<file path="config.mk">
export PLATFORM = sky130hd
export DESIGN_NAME = uart_tx_flat
export DESIGN_NICKNAME = d
export VERILOG_FILES = /design/src/rtl/uart_pkg.sv /design/src/rtl/uart_tx_if.sv /design/src/rtl/uart_baud_counter.sv /design/src/rtl/uart_tx.sv /design/src/flat_wrapper.sv
export SDC_FILE = /design/constraint.sdc
export NUM_CORES = 1
export LEC_CHECK = 0
export CORE_MARGIN = 3
export CORE_UTILIZATION = 50
export CTS_CLUSTER_DIAMETER = 200
export DETAILED_ROUTE_END_ITERATION = 12
export PLACE_DENSITY = 0.76
export SKIP_CTS_REPAIR_TIMING = 1
export SLEW_MARGIN = 10
export SYNTH_ARGS = -nofsm -noshare
export SYNTH_HDL_FRONTEND = slang
export SYNTH_HIERARCHICAL = 1
export SYNTH_SLANG_ARGS = --single-unit
</file>
<file path="constraint.sdc">
create_clock -name clk -period 2.57 [get_ports clk]
set_clock_uncertainty 0.15 [all_clocks]
set_input_delay 0.514 -clock clk [delete_from_list [all_inputs] [get_ports clk]]
set_output_delay 0.514 -clock clk [all_outputs]
set_load 0.01 [all_outputs]
</file>
<file path="src/rtl/uart_pkg.sv">
// Shared UART definitions: FSM state encoding, frame width and line constants.
// Both the transmit and receive paths import this package.
package uart_pkg;

  typedef enum logic [1:0] {
    ST_IDLE  = 2'd0,
    ST_START = 2'd1,
    ST_DATA  = 2'd2,
    ST_STOP  = 2'd3
  } uart_state_e;

  localparam int   UART_DATA_BITS            = 8;
  localparam logic UART_LINE_IDLE            = 1'b1;
  localparam int   UART_DEFAULT_CLKS_PER_BIT = 104;

endpackage

</file>
<file path="src/rtl/uart_tx_if.sv">
// Host-side bundle of the UART transmitter: FIFO pop handshake plus line/status outputs.
interface uart_tx_if;
  import uart_pkg::*;

  // Handshake: fifo_empty low means fifo_out is valid in that same cycle; fifo_read_trig
  // is the one-cycle pop and is only raised while fifo_empty is low, so the head byte
  // is consumed in the cycle the strobe is high (zero read latency).
  logic                      enable;
  logic [UART_DATA_BITS-1:0] fifo_out;
  logic                      fifo_empty;
  logic                      fifo_read_trig;
  logic                      tx;
  logic                      busy;
  logic                      frame_done;

  modport master (
    output enable, fifo_out, fifo_empty,
    input  fifo_read_trig, tx, busy, frame_done
  );

  modport slave (
    input  enable, fifo_out, fifo_empty,
    output fifo_read_trig, tx, busy, frame_done
  );

endinterface

</file>
<file path="src/rtl/uart_baud_counter.sv">
// Free-running bit-period counter with synchronous clear; tick marks the last
// cycle of each bit period. Shared by the transmit and receive paths.
module uart_baud_counter
  import uart_pkg::*;
#(
  parameter int CLKS_PER_BIT = UART_DEFAULT_CLKS_PER_BIT
) (
  input  logic clk,
  input  logic nreset,
  input  logic clear,
  output logic tick
);

  localparam int                CNT_W   = $clog2(CLKS_PER_BIT);
  localparam logic [CNT_W-1:0] CNT_MAX = CNT_W'(CLKS_PER_BIT - 1);

  logic [CNT_W-1:0] cnt;

  always_ff @(posedge clk or negedge nreset) begin
    if (!nreset) begin
      cnt <= '0;
    end else if (clear || cnt == CNT_MAX) begin
      cnt <= '0;
    end else begin
      cnt <= cnt + CNT_W'(1);
    end
  end

  assign tick = (cnt == CNT_MAX);

endmodule

</file>
<file path="src/rtl/uart_tx.sv">
// UART transmit serializer: pops one byte from the upstream FIFO and sends it as an
// 8N1/8N2 frame, LSB first, with busy and frame_done status for the host.
module uart_tx
  import uart_pkg::*;
#(
  parameter int CLKS_PER_BIT = UART_DEFAULT_CLKS_PER_BIT,
  parameter int STOP_BITS    = 1
) (
  input  logic        clk,
  input  logic        nreset,
  uart_tx_if.slave    bus,
  output uart_state_e dbg_state
);

  localparam logic       STOP_LAST = (STOP_BITS == 2);
  localparam logic [2:0] BIT_LAST  = 3'(UART_DATA_BITS - 1);

  uart_state_e               state_q, state_d;
  logic [UART_DATA_BITS-1:0] shreg_q, shreg_d;
  logic [2:0]                bit_idx_q, bit_idx_d;
  logic                      stop_cnt_q, stop_cnt_d;
  logic                      tx_q, tx_d;
  logic                      tick;
  logic                      last_stop;
  logic                      load;
  logic                      baud_clear;

  uart_baud_counter #(
    .CLKS_PER_BIT(CLKS_PER_BIT)
  ) u_baud (
    .clk   (clk),
    .nreset(nreset),
    .clear (baud_clear),
    .tick  (tick)
  );

  assign last_stop  = (state_q == ST_STOP) && tick && (stop_cnt_q == STOP_LAST);
  // Gating with nreset keeps the pop strobe quiet while reset holds the FSM in IDLE.
  assign load       = nreset && bus.enable && !bus.fifo_empty &&
                      ((state_q == ST_IDLE) || last_stop);
  assign baud_clear = load || (state_q == ST_IDLE);

  always_comb begin
    state_d    = state_q;
    shreg_d    = shreg_q;
    bit_idx_d  = bit_idx_q;
    stop_cnt_d = stop_cnt_q;
    if (load) begin
      state_d    = ST_START;
      shreg_d    = bus.fifo_out;
      bit_idx_d  = '0;
      stop_cnt_d = 1'b0;
    end else begin
      case (state_q)
        ST_START: if (tick) state_d = ST_DATA;
        ST_DATA: begin
          if (tick) begin
            shreg_d   = shreg_q >> 1;
            bit_idx_d = bit_idx_q + 3'd1;
            if (bit_idx_q == BIT_LAST) begin
              state_d    = ST_STOP;
              stop_cnt_d = 1'b0;
            end
          end
        end
        ST_STOP: begin
          if (last_stop) begin
            state_d    = ST_IDLE;
            stop_cnt_d = 1'b0;
          end else if (tick) begin
            stop_cnt_d = stop_cnt_q + 1'b1;
          end
        end
        default: ;
      endcase
    end

    // Line level is precomputed from next state so tx leaves a flop, not a decoder.
    case (state_d)
      ST_START: tx_d = 1'b0;
      ST_DATA:  tx_d = shreg_d[0];
      default:  tx_d = UART_LINE_IDLE;
    endcase
  end

  always_ff @(posedge clk or negedge nreset) begin
    if (!nreset) begin
      state_q    <= ST_IDLE;
      shreg_q    <= '0;
      bit_idx_q  <= '0;
      stop_cnt_q <= 1'b0;
      tx_q       <= UART_LINE_IDLE;
    end else begin
      state_q    <= state_d;
      shreg_q    <= shreg_d;
      bit_idx_q  <= bit_idx_d;
      stop_cnt_q <= stop_cnt_d;
      tx_q       <= tx_d;
    end
  end

  assign bus.fifo_read_trig = load;
  assign bus.tx             = tx_q;
  assign bus.busy           = (state_q != ST_IDLE);
  assign bus.frame_done     = last_stop;
  assign dbg_state          = state_q;

endmodule

</file>
<file path="src/flat_wrapper.sv">
// flat-port wrapper written by rule: the top's interface ports become plain ports
module uart_tx_flat import uart_pkg::*;
#(
  parameter int CLKS_PER_BIT = UART_DEFAULT_CLKS_PER_BIT,
  parameter int STOP_BITS    = 1
)
  (clk, nreset, dbg_state, bus_enable, bus_fifo_out, bus_fifo_empty, bus_fifo_read_trig, bus_tx, bus_busy, bus_frame_done);
  uart_tx_if bus_i ();
  input  logic clk;
  input  logic nreset;
  output uart_state_e dbg_state;
  input wire logic [$bits(bus_i.enable)-1:0] bus_enable;
  input wire logic [$bits(bus_i.fifo_out)-1:0] bus_fifo_out;
  input wire logic [$bits(bus_i.fifo_empty)-1:0] bus_fifo_empty;
  output wire logic [$bits(bus_i.fifo_read_trig)-1:0] bus_fifo_read_trig;
  output wire logic [$bits(bus_i.tx)-1:0] bus_tx;
  output wire logic [$bits(bus_i.busy)-1:0] bus_busy;
  output wire logic [$bits(bus_i.frame_done)-1:0] bus_frame_done;
  assign bus_i.enable = bus_enable;
  assign bus_i.fifo_out = bus_fifo_out;
  assign bus_i.fifo_empty = bus_fifo_empty;
  assign bus_fifo_read_trig = bus_i.fifo_read_trig;
  assign bus_tx = bus_i.tx;
  assign bus_busy = bus_i.busy;
  assign bus_frame_done = bus_i.frame_done;
  uart_tx #(.CLKS_PER_BIT(CLKS_PER_BIT), .STOP_BITS(STOP_BITS)) u_core (.clk(clk), .nreset(nreset), .bus(bus_i), .dbg_state(dbg_state));
endmodule
</file>
; Word-level counts from Yosys, hierarchy flattened
; Index checks and enable logic that the tools add are counted.
[classes]
muxes = 20
n_bitwise = 1
reduce_logical = 16
shifts = 0
n_addsub = 3
n_lt_le_gt_ge = 0
eq_ne = 10
multipliers = 0
n_div = 0
[op_table]
columns = op, n
row1 = 2-to-1 mux 8 bit, 3
row2 = 2-to-1 mux 2 bit, 5
row3 = 2-to-1 mux 3 bit, 3
row4 = adder 7 x 1 -> 7 bit (second input constant), 1
row5 = == test 7 bit (second input constant), 1
row6 = 2-to-1 mux 7 bit, 1
row7 = == test 2 bit (second input constant), 3
row8 = inequality test 3 x 1 -> 1 bit (second input constant), 2
row9 = one-hot mux 2 bit (3 select lines), 1
row10 = nonzero test 2 bit, 3
row11 = logical AND 1 bit, 5
row12 = 2-to-1 mux 1 bit, 5
row13 = == test 2 x 1 -> 1 bit (second input constant), 2
row14 = inequality test 4 x 1 -> 1 bit (second input constant), 1
row15 = one-hot mux 1 bit (2 select lines), 2
row16 = AND reduction 4 bit, 1
row17 = adder 3 x 1 -> 3 bit (second input constant), 1
row18 = == test 3 bit (second input constant), 1
row19 = logical OR 1 bit, 3
row20 = nonzero test 3 bit, 1
row21 = logical NOT 2 bit, 1
row22 = AND reduction 2 bit, 1
row23 = adder 1 bit (second input constant), 1
row24 = logical NOT 1 bit, 1
row25 = NOT 1 bit, 1
[word_totals]
mem_count = 0
mem_bits_rw = 0
rom_bits = 0
output_inout_bits = 6
latchBits = 0
ff_bits = 22
word_cells = 57

; Depth between registers and ports, before layout
[logic_depth]
word_depth = 8
ltp_mapped = 9

; Cells and area by module
; The synthesis kept the hierarchy.
[by_module_without_submodules]
columns = mod, seq_area_each_um2, area_each_um2, cells_each, n_inst
row1 = uart_tx, 376.6, 748.2, 63, 1
row2 = uart_baud_counter, 175.2, 339.1, 33, 1

; Least setup slack after synthesis
; Ideal clock, no wire load.
[synth_path]
kind = reg2out
startpoint = register u_core.u_baud.cnt[3]
endpoint = output bus_fifo_read_trig
setup_slack_ps = 278
arrival_ps = 1628
required_time_ps = 1906
path_stages_with_launch = 6
cell_sequence = dfrtp_1 > or3b_1 > nor2_1 > and4b_4 > o21a_4 > buf_8
[synth_between]
elab_chain_len = 5
[synth_rtl]
columns = item, line
row1 = from (decl), uart_baud_counter.sv:17  ; logic [CNT_W-1:0] cnt;
row2 = from (signal assigned), uart_baud_counter.sv:25  ; cnt <= cnt + CNT_W'(1);
row3 = == test 7 bit, uart_baud_counter.sv:29  ; assign tick = (cnt == CNT_MAX);
row4 = named net u_core.tick, uart_tx.sv:23  ; logic tick;
row5 = logical AND 1 bit (2 in a row), uart_tx.sv:37  ; assign last_stop = (state_q == ST_STOP) && tick && (stop_cnt_q == STOP_LAST);
row6 = named net bus_frame_done, flat_wrapper.sv:18  ; output wire logic [$bits(bus_i.frame_done)-1:0] bus_frame_done;
row7 = logical OR 1 bit, uart_tx.sv:40  ; ((state_q == ST_IDLE) || last_stop);
row8 = logical AND 1 bit, uart_tx.sv:39  ; assign load = nreset && bus.enable && !bus.fifo_empty &&
row9 = to (decl), flat_wrapper.sv:15  ; output wire logic [$bits(bus_i.fifo_read_trig)-1:0] bus_fifo_read_trig;
; The timed path passes the listed nets, and every way through them passes these cells.

; Worst setup path after layout
[layout_path]
startpoint = register u_core.u_baud.cnt[6]
endpoint = output bus_fifo_read_trig
[layout_between]
elab_chain_len = 5
[layout_rtl]
columns = item, line
row1 = == test 7 bit, uart_baud_counter.sv:29
row2 = named net u_core.tick, uart_tx.sv:23
row3 = logical AND 1 bit (2 in a row), uart_tx.sv:37
row4 = logical OR 1 bit, uart_tx.sv:40
row5 = logical AND 1 bit, uart_tx.sv:39
; The timed path passes the listed nets, and every way through them passes these cells.

==> flow_summary_export.csv <==
group,metric,value,unit
timing,finalHoldViolations,0,
cts,cts_sinks,22,
timing,slew_viol_final,0,
die,io_pins,18,
final_layout,drive_gt1_share,24.4,%
synth,syn_nets,111,
cts,cts_buffers,3,
setup_path,worstPathCellList,"or3b_4 -> nor2_2 -> and4b_4 -> o21a_4 -> clkbuf_2",
final_layout,regArea,552,µm²
cts,tritoncts,"built",
placement,dpl_cell_area,1330,µm²
final_layout,fin_cells,150,
synth,ys_warn_count,6,
pwr,vdd_drop_max,0.699,mV
timing,fin_crit_sh,94.8,%
detailed_routing,routedWlPerCell,14.0,µm
run,drv_cap,0,
detailed_routing,route.detailed.drc,0,
cts,clockBufferDepth,2,
final_layout,post-route-util,68.4,%
timing,worst_pin_slew,0.342,ns
setup_path,critical_path.endpoint_type,"primary output",
setup_path,start_kind,"register",
final_layout,final_common_cell,"dfrtp_1",
detailed_routing,wirelength,2110,µm
die,die-area,2770,µm²
setup_path,cp_max_fo,5,
detailed_routing,vias_per_cell,5.58,
detailed_routing,num_vias,837,
die,start_util,54.3,%
placement,dpl.cell_count,146,
global_routing,grt_usage,17.1,%
timing,slew_headroom,77.1,%
final_layout,fill_cells,165,
die,die_w,52.6,µm
final_layout,fin_area,1370,µm²
setup_path,slowest_delay,0.41,ns
setup_path,critical-path-top-delay-family,"simple AND/OR/NAND/NOR gates",
setup_path,critPathSlowestCell,"dfrtp_1",
final_layout,diodes,0,
synth,synth_edf_count,0,
timing,finalSetupViolCount,0,
cts,htreeDepth,1,
global_routing,grt_pass1_wl,3480,µm
status,status,"complete, no violations",
placement,place_congestion,0.740,
global_routing,antenna_found_initial,0,
synth,synth_cell_types,35,
setup_path,critPathBufInv,1,
timing,rsz0062_at_grt,"no",
final_layout,final_cell_mix,"dfrtp_1, clkdlybuf4s50_1, nor2_1",
cts,clock_latency,0.29,ns
synth,synth.yosys.seq_area_share,50.7,%
detailed_routing,drt_first_iter_violations,6,
final_layout,syn_to_final_growth,26.0,%
synth,synth_area,1090,µm²
timing,period_needed,2.44,ns
detailed_routing,dr.pass1.iters,4,
placement,hpwl,1600,µm
final_layout,multiInputGateArea,505,µm²
synth,syn_inst,96,
timing,timing.fmax,410,MHz
synth,synth-seq-cells,22,
die,num_rows,16,
synth,synthFlopType,"dfrtp_1",
cts,clkTransAtPathRegs,0.12,ns
final_layout,final_net_count,139,
global_routing,overflow,0,
setup_path,timing_worst_setup_path_type,"reg -> out",
cts,cts_root_buf,"clkbuf_4",
placement,port_buffers,17,
setup_path,crit_arrival,1.77,ns
global_routing,grt_pass1_vias,831,
detailed_routing,ant_nets,0,
setup_path,required,1.91,ns
pwr,p_per_area,798,nW/µm²
die,core_area,2000,µm²
die,dieHeight,52.6,µm
pwr,leakage,0.652,nW
synth,synth.avg_cell_area,11.3,µm²
global_routing,grt_max_degree,23,
synth,synthArstFlopShare,100,%
hold_path,hp-class,"reg -> reg",
-- worst paths after layout --
path / startpoint / endpoint / slack, ns / depth (start not counted)
setup / recovery: u_core/u_baud/cnt[6] / bus_fifo_read_trig / 0.13 / 5
hold reg to reg: u_core/u_baud/cnt[0] / u_core/u_baud/cnt[0] / 0.32 / 1
min in group asynchronous: nreset / u_core/u_baud/cnt[1] / 0.43 / 2
hold / removal: u_core/u_baud/cnt[0] / u_core/u_baud/cnt[0] / 0.32 / 1
setup reg to reg: u_core/u_baud/cnt[0] / u_core/u_baud/cnt[5] / 0.21 / 9
max in group asynchronous: nreset / u_core/bus.tx / 1.57 / 2
-- flip-flops by register name, indices dropped and copies added (netlist names) --
register           count
u_core/u_baud/cnt      7
u_core/shreg_q         8
u_core/bus.tx          1
u_core/bit_idx_q       3
u_core/stop_cnt_q      1
u_core/dbg_state       2
-- metal layers --
| layer | wire (µm) | global-route usage [%] |
|---|---|---|
| met5 | 0 | 0 |
| met4 | 10 | 3.83 |
| met3 | 92 | 3.42 |
| met2 | 1060 | 30.6 |
| met1 | 940 | 20.8 |
-- report_power, final --
| part | internal [mW] | switching, mW |
|---|---|---|
| combinational | 0.196 | 0.173 |
| sequential | 0.460 | 0.0786 |
| clock | 0.0862 | 0.0991 |
-- cells by family (layout without fill, tap and decap cells) --
group                    Yosys count  after routing  share of synthesized area (%)
AND/OR/NAND/NOR                   29             29                           15.5
XOR/XNOR                           4              4                           3.22
buffers and inverters              6             33                           3.22
multiplexers                       4              4                           3.80
AO/OA/AOI/OAI                     28             28                           20.0
flip-flops                        22             22                           50.7
adder cells (fa/ha/maj)            3              3                           3.45
-- stage by stage --
| stage | worst slack (ns) | power (mW) | setup TNS (ns) | hold slack [ns] |
|---|---|---|---|---|
| global route | 0.0276 | 1.18 | 0 | 0.343 |
| finish | 0.132 | 1.09 | 0 | 0.321 |
| CTS | -0.321 | 1.09 | -0.497 | 0.324 |
| global placement | 0.0625 | 0.874 | 0 | 0.296 |
| detailed placement | 0.0288 | 0.909 | 0 | 0.307 |
| floorplan | 0.278 | 0.760 | 0 | 0.0684 |
-- final cells by class --
| class | count | area share, % |
|---|---|---|
| tap | 27 | 2.47 |
| timing repair buffer | 25 | 16.6 |
| clock buffer | 4 | 2.65 |
| inverter | 4 | 1.10 |
| multi-input combinational | 68 | 36.9 |
| sequential | 22 | 40.3 |
-- synth_stat cells (3+ instances only) --
| cell type | number | area share (%) |
|---|---|---|
| nand2_1 | 3 | 1.0 |
| ha_1 | 3 | 3.5 |
| mux2i_1 | 3 | 2.8 |
| xnor2_1 | 3 | 2.4 |
| o21ai_0 | 4 | 1.8 |
| dfrtp_1 | 21 | 48 |
| a22o_2 | 6 | 5.5 |
| a21o_1 | 6 | 4.1 |
| nor2_1 | 12 | 4.1 |
| a21oi_1 | 4 | 1.8 |
| inv_1 | 4 | 1.4 |
-- worst reg2reg max path: cells and delay by family, from the launching register on --
family          cells  cell delay [ns]
fa+ha+maj           1             0.25
buf+inv             1             0.18
flops               1             0.42
compound gates      3             0.57
simple gates        4             0.72
Note: power is estimated with default switching activity, not from simulation.
